$ cat config.mk
export PLATFORM = sky130hd
export DESIGN_NAME = instr_sequencer
export DESIGN_NICKNAME = d
export VERILOG_FILES = /design/src/rtl/instr_sequencer_pkg.sv /design/src/rtl/instr_sequencer_issue_watchdog.sv /design/src/rtl/instr_sequencer.sv
export SDC_FILE = /design/constraint.sdc
export NUM_CORES = 1
export LEC_CHECK = 0
export ABC_AREA = 1
export ABC_CLOCK_PERIOD_IN_PS = 1780
export CORE_MARGIN = 5
export CORE_UTILIZATION = 48
export CTS_CLUSTER_SIZE = 20
export DETAILED_ROUTE_END_ITERATION = 6
export PLACE_DENSITY = 0.76
export SYNTH_ARGS = -nofsm -noshare
export SYNTH_HDL_FRONTEND = slang
export SYNTH_HIERARCHICAL = 1
export SYNTH_SLANG_ARGS = --single-unit
$ cat constraint.sdc
create_clock -name clock -period 1.78 [get_ports clock]
set_input_delay 0.356 -clock clock [delete_from_list [all_inputs] [get_ports clock]]
set_output_delay 0.356 -clock clock [all_outputs]
set_load 0.005 [all_outputs]
$ cat src/rtl/instr_sequencer_pkg.sv
// ============================================================================
// instr_sequencer_pkg : opcodes, instruction fields, sequencer state encoding
// Revision 1.0
// ============================================================================
`default_nettype none

package instr_sequencer_pkg;

  // Shared with the control block; values are fixed by the instruction set
  localparam logic [2:0] OP_MV   = 3'b000;
  localparam logic [2:0] OP_MVI  = 3'b001;
  localparam logic [2:0] OP_ADD  = 3'b010;
  localparam logic [2:0] OP_SUB  = 3'b011;
  localparam logic [2:0] OP_LD   = 3'b100;
  localparam logic [2:0] OP_ST   = 3'b101;
  localparam logic [2:0] OP_MVNZ = 3'b110;
  localparam logic [2:0] OP_HALT = 3'b111;

  localparam int RSV_BIT = 9;
  localparam int OPC_MSB = 8;
  localparam int OPC_LSB = 6;
  localparam int X_MSB   = 5;
  localparam int X_LSB   = 3;
  localparam int Y_MSB   = 2;
  localparam int Y_LSB   = 0;

  typedef enum logic [3:0] {
    ST_IDLE      = 4'd0,
    ST_FETCH     = 4'd1,
    ST_LATCH     = 4'd2,
    ST_IMM_FETCH = 4'd3,
    ST_IMM_LATCH = 4'd4,
    ST_ISSUE     = 4'd5,
    ST_RETIRE    = 4'd6,
    ST_HALT      = 4'd7,
    ST_ERROR     = 4'd8
  } state_t;

endpackage

`default_nettype wire

$ cat src/rtl/instr_sequencer_issue_watchdog.sv
// ============================================================================
// issue_watchdog : clearable up-counter flagging the last allowed ISSUE cycle
// Revision 1.0
// ============================================================================
`default_nettype none

module issue_watchdog #(
  parameter int TIMEOUT_CYC = 16
) (
  input  logic clock,
  input  logic resetn,
  input  logic clear,
  input  logic enable,
  output logic expired
);

  localparam int CNT_W = $clog2(TIMEOUT_CYC + 1);
  localparam logic [CNT_W-1:0] LAST = CNT_W'(TIMEOUT_CYC - 1);

  logic [CNT_W-1:0] count;

  always_ff @(posedge clock) begin
    if (resetn || clear) begin
      count <= '0;
    end else if (enable) begin
      count <= count + CNT_W'(1);
    end
  end

  // Asserted during the cycle whose closing edge makes the count reach TIMEOUT_CYC
  assign expired = enable && (count == LAST);

endmodule

`default_nettype wire

$ cat src/rtl/instr_sequencer.sv
// ============================================================================
// instr_sequencer : fetches instructions (and MVI immediates) from ROM and
//                   issues them to the control block via run/done
// Revision 1.0
// ============================================================================
`default_nettype none

module instr_sequencer
  import instr_sequencer_pkg::*;
#(
  parameter int ADDR_W      = 5,
  parameter int DATA_W      = 10,
  parameter int TIMEOUT_CYC = 16
) (
  input  logic              clock,
  input  logic              resetn,
  input  logic              start,
  output logic [ADDR_W-1:0] rom_addr,
  input  logic [DATA_W-1:0] rom_data,
  output logic [DATA_W-1:0] ir,
  output logic [DATA_W-1:0] din,
  output logic              run,
  input  logic              done,
  output logic              busy,
  output logic              halted,
  output logic              err,
  output logic [ADDR_W-1:0] pc,
  output logic [15:0]       instr_count
);

  state_t     state;
  state_t     next_state;
  logic [2:0] fetched_op;
  logic       wd_clear;
  logic       wd_enable;
  logic       wd_expired;

  assign fetched_op = rom_data[OPC_MSB:OPC_LSB];
  assign rom_addr   = pc;
  assign wd_clear   = (state == ST_RETIRE);
  assign wd_enable  = (state == ST_ISSUE);

  issue_watchdog #(
    .TIMEOUT_CYC(TIMEOUT_CYC)
  ) u_watchdog (
    .clock  (clock),
    .resetn (resetn),
    .clear  (wd_clear),
    .enable (wd_enable),
    .expired(wd_expired)
  );

  always_ff @(posedge clock) begin
    if (resetn) begin
      state <= ST_IDLE;
    end else begin
      state <= next_state;
    end
  end

  always_comb begin
    next_state = state;
    case (state)
      ST_IDLE:      if (start) next_state = ST_FETCH;
      ST_FETCH:     next_state = ST_LATCH;
      ST_LATCH: begin
        if (fetched_op == OP_HALT) begin
          next_state = ST_HALT;
        end else if (fetched_op == OP_MVI) begin
          next_state = ST_IMM_FETCH;
        end else begin
          next_state = ST_ISSUE;
        end
      end
      ST_IMM_FETCH: next_state = ST_IMM_LATCH;
      ST_IMM_LATCH: next_state = ST_ISSUE;
      // done takes priority over a simultaneous watchdog expiry
      ST_ISSUE: begin
        if (done) begin
          next_state = ST_RETIRE;
        end else if (wd_expired) begin
          next_state = ST_ERROR;
        end
      end
      ST_RETIRE:    next_state = ST_FETCH;
      ST_HALT:      if (start) next_state = ST_FETCH;
      ST_ERROR:     next_state = ST_ERROR;
      default:      next_state = ST_IDLE;
    endcase
  end

  always_comb begin
    busy   = 1'b1;
    halted = 1'b0;
    case (state)
      ST_IDLE, ST_ERROR: busy = 1'b0;
      ST_HALT: begin
        busy   = 1'b0;
        halted = 1'b1;
      end
      default: busy = 1'b1;
    endcase
  end

  always_ff @(posedge clock) begin
    if (resetn) begin
      ir          <= '0;
      din         <= '0;
      run         <= 1'b0;
      pc          <= '0;
      err         <= 1'b0;
      instr_count <= '0;
    end else begin
      run <= (next_state == ST_ISSUE);
      if (state == ST_LATCH) begin
        ir <= rom_data;
        pc <= pc + ADDR_W'(1);
      end
      if (state == ST_IMM_LATCH) begin
        din <= rom_data;
        pc  <= pc + ADDR_W'(1);
      end
      if (state == ST_ISSUE && done) begin
        instr_count <= instr_count + 16'd1;
      end
      if (state == ST_ISSUE && !done && wd_expired) begin
        err <= 1'b1;
      end
    end
  end

endmodule

`default_nettype wire
Yosys cells after proc, flatten, opt, wreduce, memory -nomap -nowiden:

Cells that the tools add are included.

* flip-flop bits (word level): 52
* bits in latches: 0
* RAM bits: 0
* bits in read-only memories: 0
* input bits: 14
* output and inout port bits: 50
* word-level logic and storage cells: 43
* memories: 0

* add/sub/neg operators: 3
* multipliers: 0
* div/mod/pow operators: 0
* magnitude comparators: 0
* equality and inequality tests: 12
* shift operators: 0
* mux-type cells: 10
* bitwise gates (word level): 0
* reductions and logical operators: 10

Operators with widths (count)
* 4-bit case mux with 8 select lines: 1
* 4-bit by 3-bit equality test with 1-bit output (second input constant): 5
* 16-bit by 1-bit adder with 16-bit output (second input constant): 1
* 4-bit two-way mux: 3
* 5-bit by 1-bit adder with 5-bit output (second input constant): 2
* 5-bit two-way mux: 2
* 4-bit by 2-bit equality test with 1-bit output (second input constant): 2
* 3-bit two-way mux: 2
* 5-bit by 4-bit equality test with 1-bit output (second input constant): 1
* 4-bit by 1-bit equality test with 1-bit output (second input constant): 1
* 4-bit equality test (second input constant): 1
* 1-bit logical AND: 4
* 4-bit zero test: 1
* 3-bit by 1-bit equality test with 1-bit output (second input constant): 1
* 3-bit equality test (second input constant): 1
* 3-bit OR reduction: 1
* 1-bit two-way mux: 2
* 2-bit nonzero test: 1
* 2-bit OR reduction: 1
* 1-bit zero test: 1
* 1-bit logical OR: 1

Logic depth before layout (Yosys ltp):

* depth in word-level cells: 6
* depth in mapped cells: 11
* depth with buffers taken out: 10

By module:

The synthesis kept the hierarchy.

By module, submodules not included
* instr_sequencer: instances 1, cells an instance 300, area an instance 2102.0 µm², sequential area each 940.9 µm²
* issue_watchdog: instances 1, cells an instance 32, area an instance 242.7 µm², sequential area each 100.1 µm²

Least setup slack after synthesis:

No wires, ideal clock.

* kind: register to register
* from: register instr_count[1]
* to: register instr_count[14]
* library setup time: 0.116 ns
* data arrival time: 1.368 ns
* data required time: 1.664 ns
* path slack: 0.297 ns
* stages on the path, launching flop included: 7
* path buffers: 0
* clock period less this slack: 1.483 ns
* path through: dfxtp_1 ha_1 nand3_1 nor3_1 nand3_1 o21ai_0 nor2_1

* cells in the longest elaborated chain, start to end: 1

RTL lines
* start, declared: RTL line instr_sequencer.sv:28 `output logic [15:0] instr_count`
* start signal, assigned: RTL line instr_sequencer.sv:124 `instr_count <= instr_count + 16'd1;`
* 16-bit by 1-bit adder with 16-bit output: RTL line instr_sequencer.sv:124

Every way passes these cells.
A chain may end at the register's enable or synchronous reset.

Worst setup path after layout:

* from: register state[2]
* to: output busy

* cells in the longest elaborated chain, start to end: 3

RTL lines
* start, declared: RTL line instr_sequencer.sv:31 `state_t state;`
* start signal, assigned: RTL line instr_sequencer.sv:57 `state <= next_state;`
* 4-bit by 3-bit equality test with 1-bit output, or another cell as far along: RTL line instr_sequencer.sv:95 `case (state)`
* 3-bit OR reduction (no source line) (*)
* 1-bit two-way mux (*): RTL line instr_sequencer.sv:95
* end, declared: RTL line instr_sequencer.sv:24 `output logic busy,`

Every way passes the cells marked *; elsewhere a longest branch is shown, timed or not.

==> implementation parameters <==
Parameter                              Value

Place
  Half-perimeter wire length after placement ... 4050 um
  Final RePlAce weighted congestion ... 0.886
  IO Port Bufs ... between 60 and 70

Power and ir drop
  Part of the total power dissipated in the clock network ... 25.0%
  Internal power of the cells ... roughly 2.4 mW
  Proportion of total power due to net switching ... 30.3%
  Power dissipated by switching net loads ... between 1 and 1.5 mW
  Leakage power total ... 1.31 nW
  Share of total power in combinational logic ... 32.1%
  PnR Total Power ... 3.48 mW
  Sequential cell fraction of total power ... 42.9%
  Pwr dens ... ~1100 nW/um2
  Maximum vdd ir drop ... roughly 570 uV

Timing
  Final worst clock skew ... just over 0.004 ns
  Setup TNS ... 0 ns
  Final hold violations ... 0
  Final slew viol count ... 0
  Relative max-transition margin ... 75.1%
  Final period util ... 94.2%
  Highest achievable clock rate ... between 500 and 600 MHz
  Final setup violation count ... 0
  Setup repair after global routing missed its margin ... no
  Worst Tran Pin Value ... 0.370 ns
  Min Clock Period, post-route ... 1.68 ns

Global routing
  Antenna violations before repair ... 0
  Maximum number of pins on one net before global-route repair ... 37
  Global route overflow ... 0
  Number of global-route vias before repair ... 2,041
  First-pass GRT wire length ... roughly 9300 um
  Global-route usage over all layers ... 17.9%

Yosys
  Avg Inst Size Synth ... 7.06 um2
  Synth Net Count ... 350
  Most repeated cell in the gate-level netlist after synthesis ... sky130_fd_sc_hd__nor2_1
  Synthesized instance count ... 332
  Register bit total from synthesis ... 52
  XOR/XNOR Fraction of Synth Area ... 0.747%
  Number of flops mapped to enable cells by yosys ... 0
  Complex-gate fraction of the synthesized area ... between 10% and 20%
  Cell type with the highest aggregate area in the netlist ... sky130_fd_sc_hd__dfxtp_1
  Total of warnings raised by yosys ... 6
  Combinational family with the most area after synthesis ... simple AND/OR/NAND/NOR gates
  Part of the Yosys area used for sequential elements ... 44.4%
  Count of distinct cell types in the synthesized netlist ... 25
  Most used standard cells in the synthesized netlist ... sky130_fd_sc_hd__nor2_1 (64), sky130_fd_sc_hd__dfxtp_1 (52), sky130_fd_sc_hd__nand2_1 (52)
  Multiplexer share of the synthesized area ... 0%
  Adder-Cell Fraction of Synth Area ... approximately 2.1%
  Synth Flop Type ... sky130_fd_sc_hd__dfxtp_1
  Share of Yosys cell area claimed by the top area cell type ... 44.4%
  Fraction of registers with async set/reset ... 0%
  Simple-gate area share of the yosys netlist ... 28.1%
  Cell area after technology mapping ... roughly 2300 um2
  Area contributors post-synth ... sky130_fd_sc_hd__dfxtp_1 (44%), sky130_fd_sc_hd__nor2_1 (10%), sky130_fd_sc_hd__nand2_1 (8.3%)

Critical path
  Highest fanout seen on the critical path ... 4
  Path type of the worst setup path ... reg2out
  Delay of the slowest cell on the worst path ... 0.35 ns
  Critical-path cell with the highest stage delay ... sky130_fd_sc_hd__dfxtp_2
  Arrival time worst endpoint ... roughly 1.3 ns
  Worst reg2reg setup slack ... 0.20 ns
  Category of the worst setup path capture point ... output pin
  Data required time at the worst endpoint ... 1.42 ns
  Startpoint type of the worst setup path ... flip-flop
  Ordered list of cells on the worst path ... inv_2, nor2_2, nand3_2, inv_1, a21oi_1, dlygate4sd2_1
  Kind of cell adding the most delay to the critical path ... buffers and inverters
  Sum of buffers and inverters on the critical path ... 3

Clocking
  Clock Sink Count ... 52
  Number of buffers created by CTS ... 5
  Maximum clock insertion buffer count ... 2
  Clock tree from TritonCTS ... yes
  Clock insertion delay at the later pin of the skew report ... 0.30 ns
  Master cell of the clock root buffer ... sky130_fd_sc_hd__clkbuf_8
  Clock transition at the register clock pins on the worst setup and hold paths after CTS ... 0.09 ns
  Number of hold-repair buffers added at the cts stage ... 0
  Number of H-tree branching levels ... 2

Detailed routing
  Count of antenna-violating nets left after detailed routing ... 0
  Overall via count from detail_route ... 2,303
  Via-to-Cell Ratio ... 4.92
  Number of DRC markers in iteration 0 ... 141
  DRC viols ... 0
  Wire length per cell after detailed routing ... 11.6 um
  Drt pass-1 iters ... 4
  Routed wire length ... around 5400 um

Floorplan
  Die height ... 79.9 um
  FP Rows ... 25
  Die X ... around 80 um
  Ports placed on the boundary ... 64
  Area of the core ... ~4700 um2
  Initial Util ... roughly half
  Area of the die ... 6380 um2

Min path
  Worst min-delay path category ... reg2reg

Layout
  Final layout net count ... 418
  Core utilization of the finished layout ... 67.9%
  Share of layout cells above drive strength 1 ... 8.48%
  Synth-to-layout area growth ... 36.9%
  Antenna cells ... 0

Run status
  Run status ... finished, final reports clean

Job
  Maxcap violations ... 0
-- timing repair --
item                                   4_1_cts  5_1_grt
buffers inserted                             0        2
gates resized for setup                      4        4
pin swaps                                    0        1
endpoints found under the hold margin        0        0
setup endpoints to repair                    2        2
-- metal layers --
| metal | track usage, % | share of wire [%] |
|---|---|---|
| met5 | 0 | 0 |
| met3 | 4.29 | 6.2 |
| met4 | 5.07 | 1.4 |
| met2 | 29.4 | 46 |
| met1 | 23.3 | 46 |
-- state kept, by name (all words and copies together), names as in the netlist --
name	flops
err	1
run	1
u_watchdog/count	5
state	4
ir	10
instr_count	16
pc	5
din	10
-- worst register-to-register path, cell delays in order (launching register included) --
cell and delay, ns:
sky130_fd_sc_hd__dfxtp_1 0.35, sky130_fd_sc_hd__ha_1 0.23, sky130_fd_sc_hd__and3_1 0.19, sky130_fd_sc_hd__ha_1 0.17, sky130_fd_sc_hd__nand2_1 0.06, sky130_fd_sc_hd__inv_1 0.05, sky130_fd_sc_hd__o21ai_0 0.15, sky130_fd_sc_hd__nand2_1 0.08
sky130_fd_sc_hd__nand3_1 0.08, sky130_fd_sc_hd__nand2_1 0.07, sky130_fd_sc_hd__nor2_1 0.10
-- per-stage QoR --
stage	area [um2]	setup slack (ns)	instances	hold WS [ns]
6_report	3210	0.104	468	0.458
5_1_grt	3210	0.0116	468	0.494
4_1_cts	3190	0.0662	466	0.463
3_5_place_dp	3060	0.143	458	0.443
3_3_place_gp	3060	0.144	458	0.445
2_1_floorplan	2340	0.297	332	0.447
-- kinds of logic (layout without fill, tap and decap cells) --
kind of cell               after synthesis  after routing
AOI/OAI and AO/OA                       66             66
xor gates and xnor gates                 2              2
adders and majority gates                4              4
buffers and inverters                   55            124
DFF                                     52             52
and+or+nand+nor                        153            153
-- layout make-up --
type,instances,area (um2)
inverters,41,154
clock inverters,1,30.0
repair buffers,75,731
multi-input cells,225,1070
flip-flops and latches,52,1040
clock buffers,7,96.3
fillers,410,1510
well taps,67,83.8
-- final timing paths --
kind | from | to | cells after the start
hold / removal | err$_SDFFE_PP0P_ | err$_SDFFE_PP0P_ | 2
setup / recovery | state[2]$_SDFF_PP0_ | busy | 6
hold reg to reg | err$_SDFFE_PP0P_ | err$_SDFFE_PP0P_ | 2
setup reg to reg | u_watchdog/count[0]$_SDFFE_PP0P_ | run$_SDFF_PP0_ | 10
-- layout by cell type, fill, tap and decap left out, drive strengths merged, types with 7 or more instances in the layout --
cell	count
nor2	68
a21oi	28
clkbuf	7
o21ai	36
inv	41
nand3	16
buf	12
nand2	55
clkdlybuf4s50	61
nor3	7
dfxtp	52
-- power by group through the flow --
stage,clock [mW],combinational [mW],sequential [mW]
detailed placement,0,1.10,1.51
global route,0.956,1.25,1.52
global placement,0,1.08,1.50
floorplan,0,0.558,1.50
CTS,0.891,1.09,1.48
finish,0.872,1.12,1.49
(Power assumes the default switching activity.)
